### config.mk
export PLATFORM = sky130hd
export DESIGN_NAME = reflet_bus_arbiter
export DESIGN_NICKNAME = d
export VERILOG_FILES = /design/src/rtl/reflet_bus_arbiter_pkg.sv /design/src/rtl/reflet_rr_pick.sv /design/src/rtl/reflet_bus_arbiter.sv
export SDC_FILE = /design/constraint.sdc
export NUM_CORES = 1
export LEC_CHECK = 0
export ABC_CLOCK_PERIOD_IN_PS = 1800
export CELL_PAD_IN_SITES_DETAIL_PLACEMENT = 0
export CELL_PAD_IN_SITES_GLOBAL_PLACEMENT = 1
export CORE_ASPECT_RATIO = 2
export CORE_UTILIZATION = 46
export CTS_BUF_LIST = sky130_fd_sc_hd__clkbuf_8
export DETAILED_ROUTE_END_ITERATION = 8
export DONT_BUFFER_PORTS = 1
export PLACE_DENSITY = 0.81
export SETUP_SLACK_MARGIN = 0.2
export SKIP_LAST_GASP = 1
export SLEW_MARGIN = 15
export SYNTH_ARGS = -nofsm -noshare
export SYNTH_HDL_FRONTEND = slang
export SYNTH_SLANG_ARGS = --single-unit
export TNS_END_PERCENT = 30
### constraint.sdc
create_clock -name clk -period 1.8 [get_ports clk]
set_input_delay 0.36 -clock clk [delete_from_list [all_inputs] [get_ports clk]]
set_output_delay 0.36 -clock clk [all_outputs]
set_load 0.1 [all_outputs]
### src/rtl/reflet_bus_arbiter_pkg.sv
// reflet_bus_arbiter_pkg: shared arbiter state encodings, default timeout and round-robin index helper.
package reflet_bus_arbiter_pkg;
    localparam logic [0:0] ARB_IDLE = 1'b0;
    localparam logic [0:0] ARB_BUSY = 1'b1;
    localparam int DEFAULT_TIMEOUT = 255;

    function automatic int rr_index(input int base, input int off, input int n);
        return (base + off) % n;
    endfunction
endpackage

### src/rtl/reflet_rr_pick.sv
// reflet_rr_pick: round-robin winner selection with lock-owner override.
module reflet_rr_pick
    import reflet_bus_arbiter_pkg::*;
#(
    parameter int masters = 2
) (
    input  logic [masters-1:0] req_i,
    input  logic [1:0]         rr_ptr_i,
    input  logic [1:0]         lock_owner_i,
    input  logic               lock_owner_valid_i,
    output logic [1:0]         winner_o,
    output logic               any_req_o
);
    // Scanning the farthest offset first lets the nearest requester after rr_ptr overwrite it.
    always_comb begin
        winner_o = rr_ptr_i;
        for (int k = masters; k >= 1; k--)
            for (int i = 0; i < masters; i++)
                if (req_i[i] && i == rr_index(int'(rr_ptr_i), k, masters)) winner_o = 2'(i);
        for (int i = 0; i < masters; i++)
            if (lock_owner_valid_i && lock_owner_i == 2'(i) && req_i[i]) winner_o = 2'(i);
    end

    assign any_req_o = |req_i;
endmodule

### src/rtl/reflet_bus_arbiter.sv
// reflet_bus_arbiter: round-robin Reflet bus arbiter with per-master lock and per-transaction timeout.
module reflet_bus_arbiter
    import reflet_bus_arbiter_pkg::*;
#(
    parameter int wordsize = 16,
    parameter int masters  = 2,
    parameter int timeout  = DEFAULT_TIMEOUT
) (
    input  logic                         clk,
    input  logic                         reset,
    input  logic [masters-1:0]           m_req,
    input  logic [masters-1:0]           m_lock,
    input  logic [masters*wordsize-1:0]  m_addr,
    input  logic [masters*wordsize-1:0]  m_data_out,
    input  logic [masters-1:0]           m_write_en,
    output logic [wordsize-1:0]          m_data_in,
    output logic [masters-1:0]           m_ack,
    output logic [masters-1:0]           m_err,
    output logic                         s_req,
    output logic [wordsize-1:0]          s_addr,
    output logic [wordsize-1:0]          s_data_out,
    output logic                         s_write_en,
    input  logic [wordsize-1:0]          s_data_in,
    input  logic                         s_ack,
    output logic [1:0]                   grant
);
    localparam int TW = $clog2(timeout + 1);

    logic [0:0]          state_q, state_d;
    logic [1:0]          grant_q, grant_d, rr_ptr_q, rr_ptr_d, lock_owner_q, lock_owner_d;
    logic                lock_valid_q, lock_valid_d, s_we_q, s_we_d;
    logic [TW-1:0]       timer_q, timer_d;
    logic [wordsize-1:0] s_addr_q, s_addr_d, s_data_q, s_data_d;
    logic [wordsize-1:0] addr_sel, data_sel;
    logic                we_sel, lock_sel, busy, expire, any_req;
    logic [1:0]          winner;

    reflet_rr_pick #(.masters(masters)) u_pick (
        .req_i              (m_req),
        .rr_ptr_i           (rr_ptr_q),
        .lock_owner_i       (lock_owner_q),
        .lock_owner_valid_i (lock_valid_q),
        .winner_o           (winner),
        .any_req_o          (any_req)
    );

    assign busy       = state_q == ARB_BUSY;
    assign expire     = timer_q == TW'(timeout - 1);
    assign s_req      = busy;
    assign s_write_en = s_we_q & busy;
    assign s_addr     = s_addr_q;
    assign s_data_out = s_data_q;
    assign grant      = grant_q;
    assign m_data_in  = s_data_in;

    always_comb begin
        addr_sel = '0;
        data_sel = '0;
        we_sel   = 1'b0;
        lock_sel = 1'b0;
        m_ack    = '0;
        m_err    = '0;
        for (int i = 0; i < masters; i++) begin
            if (winner == 2'(i)) begin
                addr_sel = m_addr[i*wordsize +: wordsize];
                data_sel = m_data_out[i*wordsize +: wordsize];
                we_sel   = m_write_en[i];
            end
            if (grant_q == 2'(i)) begin
                lock_sel = m_lock[i];
                m_ack[i] = busy && s_ack;
                m_err[i] = busy && !s_ack && expire;
            end
        end
    end

    // The lock only survives an IDLE cycle in which its owner wins again.
    always_comb begin
        state_d      = state_q;
        grant_d      = grant_q;
        rr_ptr_d     = rr_ptr_q;
        lock_owner_d = lock_owner_q;
        lock_valid_d = lock_valid_q;
        timer_d      = timer_q;
        s_addr_d     = s_addr_q;
        s_data_d     = s_data_q;
        s_we_d       = s_we_q;
        if (!busy) begin
            lock_valid_d = 1'b0;
            if (any_req) begin
                state_d  = ARB_BUSY;
                grant_d  = winner;
                s_addr_d = addr_sel;
                s_data_d = data_sel;
                s_we_d   = we_sel;
                timer_d  = '0;
            end
        end else if (s_ack) begin
            state_d      = ARB_IDLE;
            rr_ptr_d     = grant_q;
            lock_owner_d = grant_q;
            lock_valid_d = lock_sel;
        end else if (expire) begin
            state_d      = ARB_IDLE;
            rr_ptr_d     = grant_q;
            lock_valid_d = 1'b0;
        end else begin
            timer_d = timer_q + 1'b1;
        end
    end

    always_ff @(posedge clk or negedge reset) begin
        if (!reset) begin
            state_q      <= ARB_IDLE;
            grant_q      <= '0;
            rr_ptr_q     <= 2'(masters - 1);
            lock_owner_q <= '0;
            lock_valid_q <= 1'b0;
            timer_q      <= '0;
            s_addr_q     <= '0;
            s_data_q     <= '0;
            s_we_q       <= 1'b0;
        end else begin
            state_q      <= state_d;
            grant_q      <= grant_d;
            rr_ptr_q     <= rr_ptr_d;
            lock_owner_q <= lock_owner_d;
            lock_valid_q <= lock_valid_d;
            timer_q      <= timer_d;
            s_addr_q     <= s_addr_d;
            s_data_q     <= s_data_d;
            s_we_q       <= s_we_d;
        end
    end
endmodule
==> flow_metrics.env <==
export IMPL_status="finished with violations"
export IMPL_violations="setup timing"
export IMPL_ys_warn_count=0
export IMPL_clockRootBuffer="clkbuf_8"
export IMPL_ant_nets=0
export IMPL_antenna_found_initial=0
export IMPL_synthCells=284
export IMPL_synth_compound_area_frac=0.201
export IMPL_maxCapViolations=0
export IMPL_cp_slowest_cell="dfrtp_1"
export IMPL_die_y_um=107
export IMPL_finalPower_uw=5630
export IMPL_hold_violations=0
export IMPL_multi_input_area_um2=1200
export IMPL_totalWireLength_um=6950
export IMPL_clk_pin_slew_ns=0.09
export IMPL_max_freq_ghz=0.472
export IMPL_synth_area_per_cell_um2=8.86
export IMPL_drtIter0Drc=85
export IMPL_routedWlPerCell_um=18.9
export IMPL_ys_types=35
export IMPL_tns_ns=-0.576
export IMPL_synth_top_family_by_area="simple AND/OR/NAND/NOR gates"
export IMPL_ff_latch_area_um2=1210
export IMPL_grt_max_degree=73
export IMPL_globalRouteOverflowTotal=0
export IMPL_synthArstFlopShare=1.00
export IMPL_ctsHtreeMaxLevel=2
export IMPL_worstPathMaxFanout=3
export IMPL_synth_edf_count=0
export IMPL_synth_mux_area_frac=0.0134
export IMPL_die_w_um=54.3
export IMPL_cts_buffers=5
export IMPL_globalRouteTotalUtil=0.240
export IMPL_crit_buf_inv=2
export IMPL_layout_nets=399
export IMPL_grt_pass1_wl_um=10100
export IMPL_path_class="register to primary output"
export IMPL_end_kind="primary output"
export IMPL_rsz0062_at_grt="true"
export IMPL_cpPeakStageDelay_ns=0.39
export IMPL_start_util=0.485
export IMPL_die_area_um2=5780
export IMPL_final_layout_size_suffix_gt1_frac=0.288
export IMPL_ctsLongestPathBuffers=2
export IMPL_synth_nets=375
export IMPL_antenna_cells=0
export IMPL_p_leak_uw=0.00128
export IMPL_cts_tree="yes"
export IMPL_grt_pass1_vias=2148
export IMPL_clock_latency_ns=0.31
export IMPL_worstPathRequired_ns=1.44
export IMPL_relSlewSlack=0.480
export IMPL_fin_crit_sh=1.18
export IMPL_fill_cells=452
export IMPL_synth_simple_gate_area_frac=0.201
export IMPL_yosys_area_top_type_share=0.468
export IMPL_io_buffers=0
export IMPL_synth_seq_area_share=0.478
export IMPL_place_hpwl_um=4290
export IMPL_setup_slack_ns=-0.317
export IMPL_via_per_inst=5.99
export IMPL_hold_path_class="input port to register"
export IMPL_synth_area_um2=2510
export IMPL_yosys_most_used_dff="dfrtp_1"
export IMPL_setup_viol=2
export IMPL_yosys_area_top_type="dfrtp_1"
export IMPL_drv_slew=0
export IMPL_gp_congestion=0.773
export IMPL_worstPathCellList="inv_1 -> ha_2 -> nand3_2 -> or2_4 -> nor4b_4 -> buf_12"
export IMPL_max_vdd_ir_drop_uv=1130
export IMPL_critPathTopFamily="simple AND/OR/NAND/NOR gates"
export IMPL_area_delta_synth_final_pct=25.0
export IMPL_fp_coreArea_um2=5180
export IMPL_ys_seq_elements=48
export IMPL_synth_area_leaders="dfrtp_1, a31oi_1, o21ai_0"
export IMPL_cts_sinks=48
export IMPL_drc=0
export IMPL_clock_skew_ns=0.00746
export IMPL_synth_fa_ha_area_frac=0.00995
export IMPL_crit_path_start_kind="register"
export IMPL_vias=2200
export IMPL_pre_cts_slack_ns=-0.195
export IMPL_worst_pin_slew_ns=0.780
export IMPL_min_period_ns=2.12
export IMPL_powerDensity_nw_per_um2=1790
export IMPL_drtPass1Iterations=4
export IMPL_placementRows=37
export IMPL_ios=145
export IMPL_synthXorXnorAreaFrac=0.00348
export IMPL_critPathArrivalTime_ns=1.76
==> layout by cell type, fill, tap and decap left out, drive strengths merged, types with 4 or more instances in the layout <==
master | netlist | final
buf | 28 | 52
o21ai | 40 | 40
nand2 | 5 | 5
clkbuf | 10 | 6
a31oi | 33 | 33
nand3 | 36 | 36
nor2 | 38 | 39
dfrtp | 47 | 47
a21oi | 5 | 5
or3 | 4 | 4
==> registers in the layout, indices dropped and copies added, names as in the netlist <==
| register | count |
|---|---|
| rr_ptr_q | 1 |
| s_we_q | 1 |
| grant | 2 |
| s_req | 1 |
| s_addr | 16 |
| lock_valid_q | 1 |
| timer_q | 8 |
| s_data_out | 16 |
| lock_owner_q | 2 |
==> per-stage QoR <==
step / std cells / utilization / area (um2) / hold slack (ns)
final: 367 / 0.606 / 3140 / 0.197
after global routing: 367 / 0.606 / 3140 / 0.184
after CTS: 361 / 0.591 / 3060 / 0.189
after detailed placement: 351 / 0.560 / 2900 / 0.0658
after global placement: 351 / 0.560 / 2900 / 0.0657
after floorplan: 284 / - / 2610 / 0.0644
==> report_power, final <==
part	switching (uW)	internal (uW)	leakage (uW)
registers	145	1370	0.000560
logic	2570	752	0.000662
clock network	376	411	0.0000541
total	3090	2530	0.00128
==> synth_stat cells, types with 4 or more instances <==
cell,count
dfrtp_1,47
o21ai_0,40
nor2_1,38
nand3_1,36
a31oi_1,33
buf_4,17
buf_2,11
clkbuf_1,9
a21oi_1,5
nand2_1,4
or3_1,4
==> worst reg2reg max path: cells and delay by family, from the launching register on <==
family                 cells  cell delay (ns)
AND/OR/NAND/NOR            2             0.66
AO/OA/AOI/OAI              2             0.35
buffers and inverters      1             0.17
flip-flops                 1             0.54
==> final cells by class <==
cell class,count,area share
multi-input combinational,196,0.383
timing repair buffer,54,0.171
tap,58,0.0231
clock inverter,3,0.0135
inverter,3,0.00358
sequential,48,0.384
clock buffer,5,0.0219
==> cells by family after synthesis <==
logic type / Yosys count
and+or+nand+nor: 103
AOI/OAI and AO/OA: 86
DFF: 48
buffers and inverters: 41
muxes: 3
adders and majority gates: 2
xor gates and xnor gates: 1
==> repair_timing <==
action	CTS	global route
hold buffers	2	0
setup buffers	0	4
setup endpoints to repair	40	44
pin swaps	1	3
endpoints found under the hold margin	48	0
gates cloned	0	2
resized for setup	3	5
==> final timing paths <==
kind / from / endpoint / slack (ns) / cells past startpoint
max: timer_q[0] / m_err[1] / -0.32 / 6
min: m_data_out[25] / s_data_out[9] / 0.20 / 2
max reg2reg: s_req / timer_q[7] / 0.02 / 5
min reg2reg: lock_owner_q[0] / lock_owner_q[0] / 0.54 / 1
max in group asynchronous: reset / rr_ptr_q[0] / 0.96 / 2
min in group asynchronous: reset / timer_q[0] / 0.56 / 2
==> per-layer routing <==
layer | up-vias | track usage | wire length [um]
met1 | 1046 | 0.265 | 2650
met5 | - | 0 | 0
li1 | 1060 | - | -
met4 | 0 | 0.121 | 176
met2 | 80 | 0.409 | 3800
met3 | 14 | 0.0515 | 318
Power figures use the tool's default switching activity.
